--- src/rtl/stream_demux_1to2.sv ---
// -----------------------------------------------------------------------------
// stream_demux_1to2
//
// Registered 1:2 stream demultiplexer with valid/ready handshakes. Each input
// beat is steered to one of two output ports. Each output port has its own
// one-entry {valid, data} register, so a stalled consumer only blocks beats
// that are routed to it.
//
// Optional feature (compile-time macro):
//   STREAM_DEMUX_PKT_LOCK_EN - packet-lock mode. The first beat of a packet
//   selects the destination, and every later beat of that packet follows it
//   until the beat with s_last = 1. When the macro is undefined, every beat
//   routes on its own s_sel and s_last is ignored.
//
// Parameters:
//   WIDTH    - payload width of every port
//
// Ports:
//   clk      - clock; all state updates on the rising edge
//   rst_n    - asynchronous active-low reset
//   s_valid  - input beat valid
//   s_ready  - block can accept the input beat (combinational)
//   s_data   - input payload
//   s_sel    - destination select: 0 = port 0, 1 = port 1
//   s_last   - last beat of a packet (used only in packet-lock mode)
//   m0_*     - output port 0 valid/ready/data
//   m1_*     - output port 1 valid/ready/data
// -----------------------------------------------------------------------------
module stream_demux_1to2 #(
    parameter int unsigned WIDTH = 8
) (
    input  logic             clk,
    input  logic             rst_n,

    input  logic             s_valid,
    output logic             s_ready,
    input  logic [WIDTH-1:0] s_data,
    input  logic             s_sel,
    input  logic             s_last,

    output logic             m0_valid,
    input  logic             m0_ready,
    output logic [WIDTH-1:0] m0_data,

    output logic             m1_valid,
    input  logic             m1_ready,
    output logic [WIDTH-1:0] m1_data
);

    // Routed port for the current input beat.
    logic             rsel;
    logic             accept;

    logic             m0_valid_q;
    logic             m0_valid_d;
    logic [WIDTH-1:0] m0_data_q;
    logic [WIDTH-1:0] m0_data_d;

    logic             m1_valid_q;
    logic             m1_valid_d;
    logic [WIDTH-1:0] m1_data_q;
    logic [WIDTH-1:0] m1_data_d;

`ifdef STREAM_DEMUX_PKT_LOCK_EN
    // -------------------------------------------------------------------------
    // Packet-lock FSM: IDLE follows s_sel; LOCKx pins the route to port x
    // until the packet's last beat is accepted.
    // -------------------------------------------------------------------------
    typedef enum logic [1:0] {
        IDLE  = 2'd0,
        LOCK0 = 2'd1,
        LOCK1 = 2'd2
    } state_t;

    state_t state_q;
    state_t state_d;

    always_comb begin
        rsel = s_sel;
        case (state_q)
            LOCK0:   rsel = 1'b0;
            LOCK1:   rsel = 1'b1;
            default: rsel = s_sel;
        endcase
    end

    always_comb begin
        state_d = state_q;
        case (state_q)
            IDLE: begin
                // A single-beat packet (s_last on the first beat) never locks.
                if (accept && !s_last) begin
                    state_d = s_sel ? LOCK1 : LOCK0;
                end
            end
            LOCK0, LOCK1: begin
                if (accept && s_last) begin
                    state_d = IDLE;
                end
            end
            default: state_d = IDLE;
        endcase
    end

    always_ff @(posedge clk or negedge rst_n) begin
        if (!rst_n) begin
            state_q <= IDLE;
        end else begin
            state_q <= state_d;
        end
    end
`else
    // -------------------------------------------------------------------------
    // Per-beat routing: no packet state, s_last has no effect.
    // -------------------------------------------------------------------------
    logic unused_s_last;

    always_comb begin
        unused_s_last = s_last;
        rsel          = s_sel;
    end
`endif

    // -------------------------------------------------------------------------
    // Input handshake: ready only depends on the register of the routed port,
    // so a full, stalled register on the other port never blocks this beat.
    // -------------------------------------------------------------------------
    always_comb begin
        if (rsel) begin
            s_ready = !m1_valid_q || m1_ready;
        end else begin
            s_ready = !m0_valid_q || m0_ready;
        end
        accept = s_valid && s_ready;
    end

    // -------------------------------------------------------------------------
    // Output registers. A load wins over a drain so that load-and-drain in the
    // same cycle keeps valid high with the new payload (no bubble). Data is
    // never cleared on drain; it simply holds until the next load.
    // -------------------------------------------------------------------------
    always_comb begin
        m0_valid_d = m0_valid_q;
        m0_data_d  = m0_data_q;
        if (accept && !rsel) begin
            m0_valid_d = 1'b1;
            m0_data_d  = s_data;
        end else if (m0_valid_q && m0_ready) begin
            m0_valid_d = 1'b0;
        end
    end

    always_comb begin
        m1_valid_d = m1_valid_q;
        m1_data_d  = m1_data_q;
        if (accept && rsel) begin
            m1_valid_d = 1'b1;
            m1_data_d  = s_data;
        end else if (m1_valid_q && m1_ready) begin
            m1_valid_d = 1'b0;
        end
    end

    always_ff @(posedge clk or negedge rst_n) begin
        if (!rst_n) begin
            m0_valid_q <= 1'b0;
            m0_data_q  <= '0;
            m1_valid_q <= 1'b0;
            m1_data_q  <= '0;
        end else begin
            m0_valid_q <= m0_valid_d;
            m0_data_q  <= m0_data_d;
            m1_valid_q <= m1_valid_d;
            m1_data_q  <= m1_data_d;
        end
    end

    always_comb begin
        m0_valid = m0_valid_q;
        m0_data  = m0_data_q;
        m1_valid = m1_valid_q;
        m1_data  = m1_data_q;
    end

endmodule

--- config.mk ---
export PLATFORM = sky130hd
export DESIGN_NAME = stream_demux_1to2
export DESIGN_NICKNAME = d
export VERILOG_FILES = /design/src/rtl/stream_demux_1to2.sv
export SDC_FILE = /design/constraint.sdc
export NUM_CORES = 1
export LEC_CHECK = 0
export ABC_AREA = 1
export CAP_MARGIN = 20
export CORE_ASPECT_RATIO = 0.75
export CORE_MARGIN = 2
export CORE_UTILIZATION = 32
export DETAILED_ROUTE_END_ITERATION = 8
export PLACE_DENSITY = 0.74
export SLEW_MARGIN = 40
export SYNTH_ARGS = -nofsm -noshare
export SYNTH_HDL_FRONTEND = slang
export SYNTH_SLANG_ARGS = --single-unit
--- constraint.sdc ---
create_clock -name clk -period 1.4 [get_ports clk]
set_clock_uncertainty 0.15 [all_clocks]
set_input_delay 0.28 -clock clk [delete_from_list [all_inputs] [get_ports clk]]
set_output_delay 0.28 -clock clk [all_outputs]
set_load 0.01 [all_outputs]
== Yosys cells after proc, flatten, opt, wreduce, memory -nomap -nowiden ==
Cells that the tools add are included.
Word-level totals
  input bits: 15
  register bits after elaboration: 18
  output and inout port bits: 19
Cells by class
  multiplexer cells: 5
  reduce and logical (&&, ||, !) cells: 12
Operators by type and width (count)
  $logic_and A1 B1 Y1: 5
  $mux W1: 5
  $reduce_bool A2 Y1: 2
  $logic_not A1 Y1: 3
  $logic_or A1 B1 Y1: 2

== Logic depth before layout (Yosys ltp) ==
  word-level depth: 6
  depth in mapped cells: 5
  mapped depth without buffers: 5

== Worst setup path before layout ==
OpenSTA, ideal clock, no wires.
  path type: reg2out
  start point: register m0_valid_q (netlist: m0_valid)
  end point: output port s_ready
  data required time: 970 ps
  path slack: 157 ps
  arrival time: 813 ps
  stages on the path, launching flop included: 5
  cells stage by stage: dfrtp_1 nand2_1 buf_6 nand2_1 nand2_1
Between the ends
  longest elaborated chain between the ends: 3
RTL lines
  start, declared: line 54  | logic m0_valid_q;
  start signal, assigned: line 171  | m0_valid_q <= m0_valid_d;
  $logic_not A1 Y1: line 132  | s_ready = !m0_valid_q || m0_ready;
  $logic_or A1 B1 Y1: line 132
  $mux W1: line 129  | if (rsel) begin
  end, declared: line 36  | output logic s_ready,
No other way between the ends.

== Final worst setup path ==
Same ends and word-level chain as after synthesis.

==> results.py <==
metrics = {
    "cells_and_area": {
        "layout.nets": 148,
        "diodes": 0,
        "fin_area_sq_mm": 0.00127,
        "drive_above_1_share_pct": 24.2,
        "area_delta_synth_final_pct": 57.7,
        "final_cells": 166,
    },
    "clock_network": {
        "clock_latency_ns": 0.29,
        "htree_levels": 1,
        "clkSinkCount": 18,
        "cts_buffers": 3,
        "cts_hold_buf": 0,
        "clock-root-buffer": "clkbuf_4",
        "cts_tree": "built",
        "path_clk_slew_ns": 0.10,
        "cts_buffer_depth": 2,
    },
    "synthesis": {
        "synthTopCellsByArea": "dfrtp_1, nand2_1, nand4_1",
        "synthMostInstantiatedCell": "nand2_1",
        "synth_area_sq_um": 807,
        "ys_top_cells_by_count": "nand2_1, dfrtp_1, nand4_1",
        "synthArstFlopShare_pct": 100,
        "synth_top_area_share_pct": 55.8,
        "synth_edf_count": 0,
        "syn_area_per_cell_sq_um": 9.72,
        "syn_nets": 98,
        "yosysUniqueCellTypes": 10,
        "yosysTopAreaCell": "dfrtp_1",
        "synthCells": 83,
        "yosysWarningCount": 0,
        "seq_area_frac_synth_pct": 55.8,
        "synth_seq_cells": 18,
        "synth_flop_cell": "dfrtp_1",
    },
    "setup_path": {
        "reg2reg_from": "m1_valid",
        "r2r_slack_ns": 0.22,
        "crit_required_ns": 0.97,
        "cp-end-kind": "output port",
        "setup.worst_path.end": "s_ready",
        "worst-r2r-cell-count": 5,
        "arrival_ns": 0.99,
        "cp-start-kind": "flop",
        "cp_max_fo": 2,
        "crit_start": "m0_valid",
        "critPathKind": "reg -> out",
        "regToRegEndpoint": "m1_data[3]",
    },
    "detailed_routing": {
        "ant_nets": 0,
        "wl_per_cell_um": 12.0,
        "avgViaCountPerCell": 4.66,
        "drcViolationCount": 0,
        "drtPass1Iterations": 4,
        "wl_um": 1990,
        "drtIter0Drc": 43,
        "dr_total_vias": 774,
    },
    "floorplan": {
        "die_x_um": 62.0,
        "placeableCoreArea_sq_mm": 0.00235,
        "initial_utilization_pct": 34.4,
        "num_rows": 15,
        "die-area_sq_mm": 0.00294,
        "ioPinCount": 34,
        "die_h_um": 47.5,
    },
    "placement": {
        "pre_cts_ws_ns": -0.525,
        "port_buffers": 32,
        "hpwl_um": 1470,
        "place_area_sq_mm": 0.00118,
        "gp_congestion": 0.773,
        "dpl.cell_count": 153,
    },
    "timing": {
        "tightest_slew_ns": 0.232,
        "maxSlewViolCount": 0,
        "whs_ns": 0.164,
        "setup_viol": 1,
        "final_hold_viol_count": 0,
        "period_needed_ns": 1.42,
        "slew_headroom_pct": 84.5,
        "rsz0062_at_grt": "true",
        "fmax_mhz": 705,
        "fin_ws_ns": -0.0183,
        "fin_crit_sh_pct": 101,
    },
    "power_and_ir_drop": {
        "ir_drop_mv": 0.435,
        "powerDensity_mw_per_mm2": 1080,
        "p_sw_uw": 387,
        "switching_share_pct": 28.2,
        "intPower_uw": 987,
        "power.leakage_uw": 0.000669,
        "pwr-share-seq_pct": 46.5,
        "combPwrFrac_pct": 30.7,
        "clock_power_share_pct": 22.9,
    },
    "status": {
        "status": "finished with violations",
        "violations": "negative setup slack",
    },
    "grt": {
        "antenna_found_initial": 0,
        "grtUsageTotal_pct": 15.0,
        "grt_overflow": 0,
        "grt_pass1_wl_um": 3130,
        "grt_max_degree": 19,
        "grt_pass1_vias": 751,
    },
    "run": {
        "cap_violations": 0,
    },
    "hold_path": {
        "hold_class": "in -> async",
    },
}
==> worst max-delay path: stages, from the launching register on <==
cell and delay (ns):
dfrtp_1 0.40, nand2_2 0.07, nand2_1 0.06, nand2_1 0.06, buf_2 0.12
==> area by class of cell <==
cell class / instances / area, sq um
clock buffers: 4 / 36.3
fillers: 225 / 1070
flip-flops and latches: 18 / 450
multi-input cells: 57 / 287
inverters: 3 / 11.3
well taps: 34 / 42.5
repair buffers: 50 / 445
==> registers in the layout (all words and copies together), names as in the netlist <==
register,flops
m1_data,8
m0_data,8
m0_valid,1
m1_valid,1
==> logic make-up after synthesis <==
kind of cell | after synthesis | synth area share (%)
simple gates | 57 | 35.2
buf+inv | 8 | 8.99
flops | 18 | 55.8
==> per-stage QoR <==
stage	utilization (%)	setup TNS, ns	total power [uW]
6_report	54.2	-0.0183	1370
5_1_grt	54.2	-0.0978	1460
4_1_cts	52.6	-0.116	1360
3_5_place_dp	50.1	-2.89	1060
3_3_place_gp	50.1	-2.63	1050
2_1_floorplan	-	0	812
==> per-layer routing <==
metal,share of wire (%),track usage [%],up-vias,wire [um]
li1,-,-,379,-
met1,44,17.5,370,867
met2,50,26.9,23,987
met3,6.3,3.24,2,125
met4,0.35,6.38,0,7
met5,0,0,-,0
==> power by group through the flow <==
stage / clock [uW] / combinational (uW) / sequential (uW)
after floorplan: 0 / 124 / 688
after global placement: 0 / 399 / 649
after detailed placement: 0 / 407 / 652
after CTS: 324 / 396 / 637
after global routing: 346 / 463 / 648
final: 314 / 422 / 638
==> cell usage in the layout, fill, tap and decap left out, drive strengths merged <==
| master | count |
|---|---|
| nand3 | 2 |
| nand4 | 16 |
| inv | 3 |
| clkbuf | 6 |
| dfrtp | 18 |
| clkdlybuf4s50 | 10 |
| dlymetal6s2s | 2 |
| buf | 20 |
| nand2 | 39 |
| clkdlybuf4s15 | 15 |
| dlygate4sd2 | 1 |
==> worst min-delay path by stage <==
stage                 endpoint  cells past startpoint  slack [ns]
CTS                 m1_data[2]                      2        0.17
global route        m0_data[7]                      2        0.19
global placement    m1_data[7]                      2        0.31
floorplan           m0_data[0]                      0       -0.17
finish              m1_data[5]                      2        0.16
detailed placement  m0_data[5]                      2        0.31
==> repair_timing <==
item,CTS,global route
gates resized for setup,34,16
setup buffers,6,3
pin swaps,0,2
endpoints found under the setup margin,19,12
Note: power is estimated with default switching activity, not from simulation.
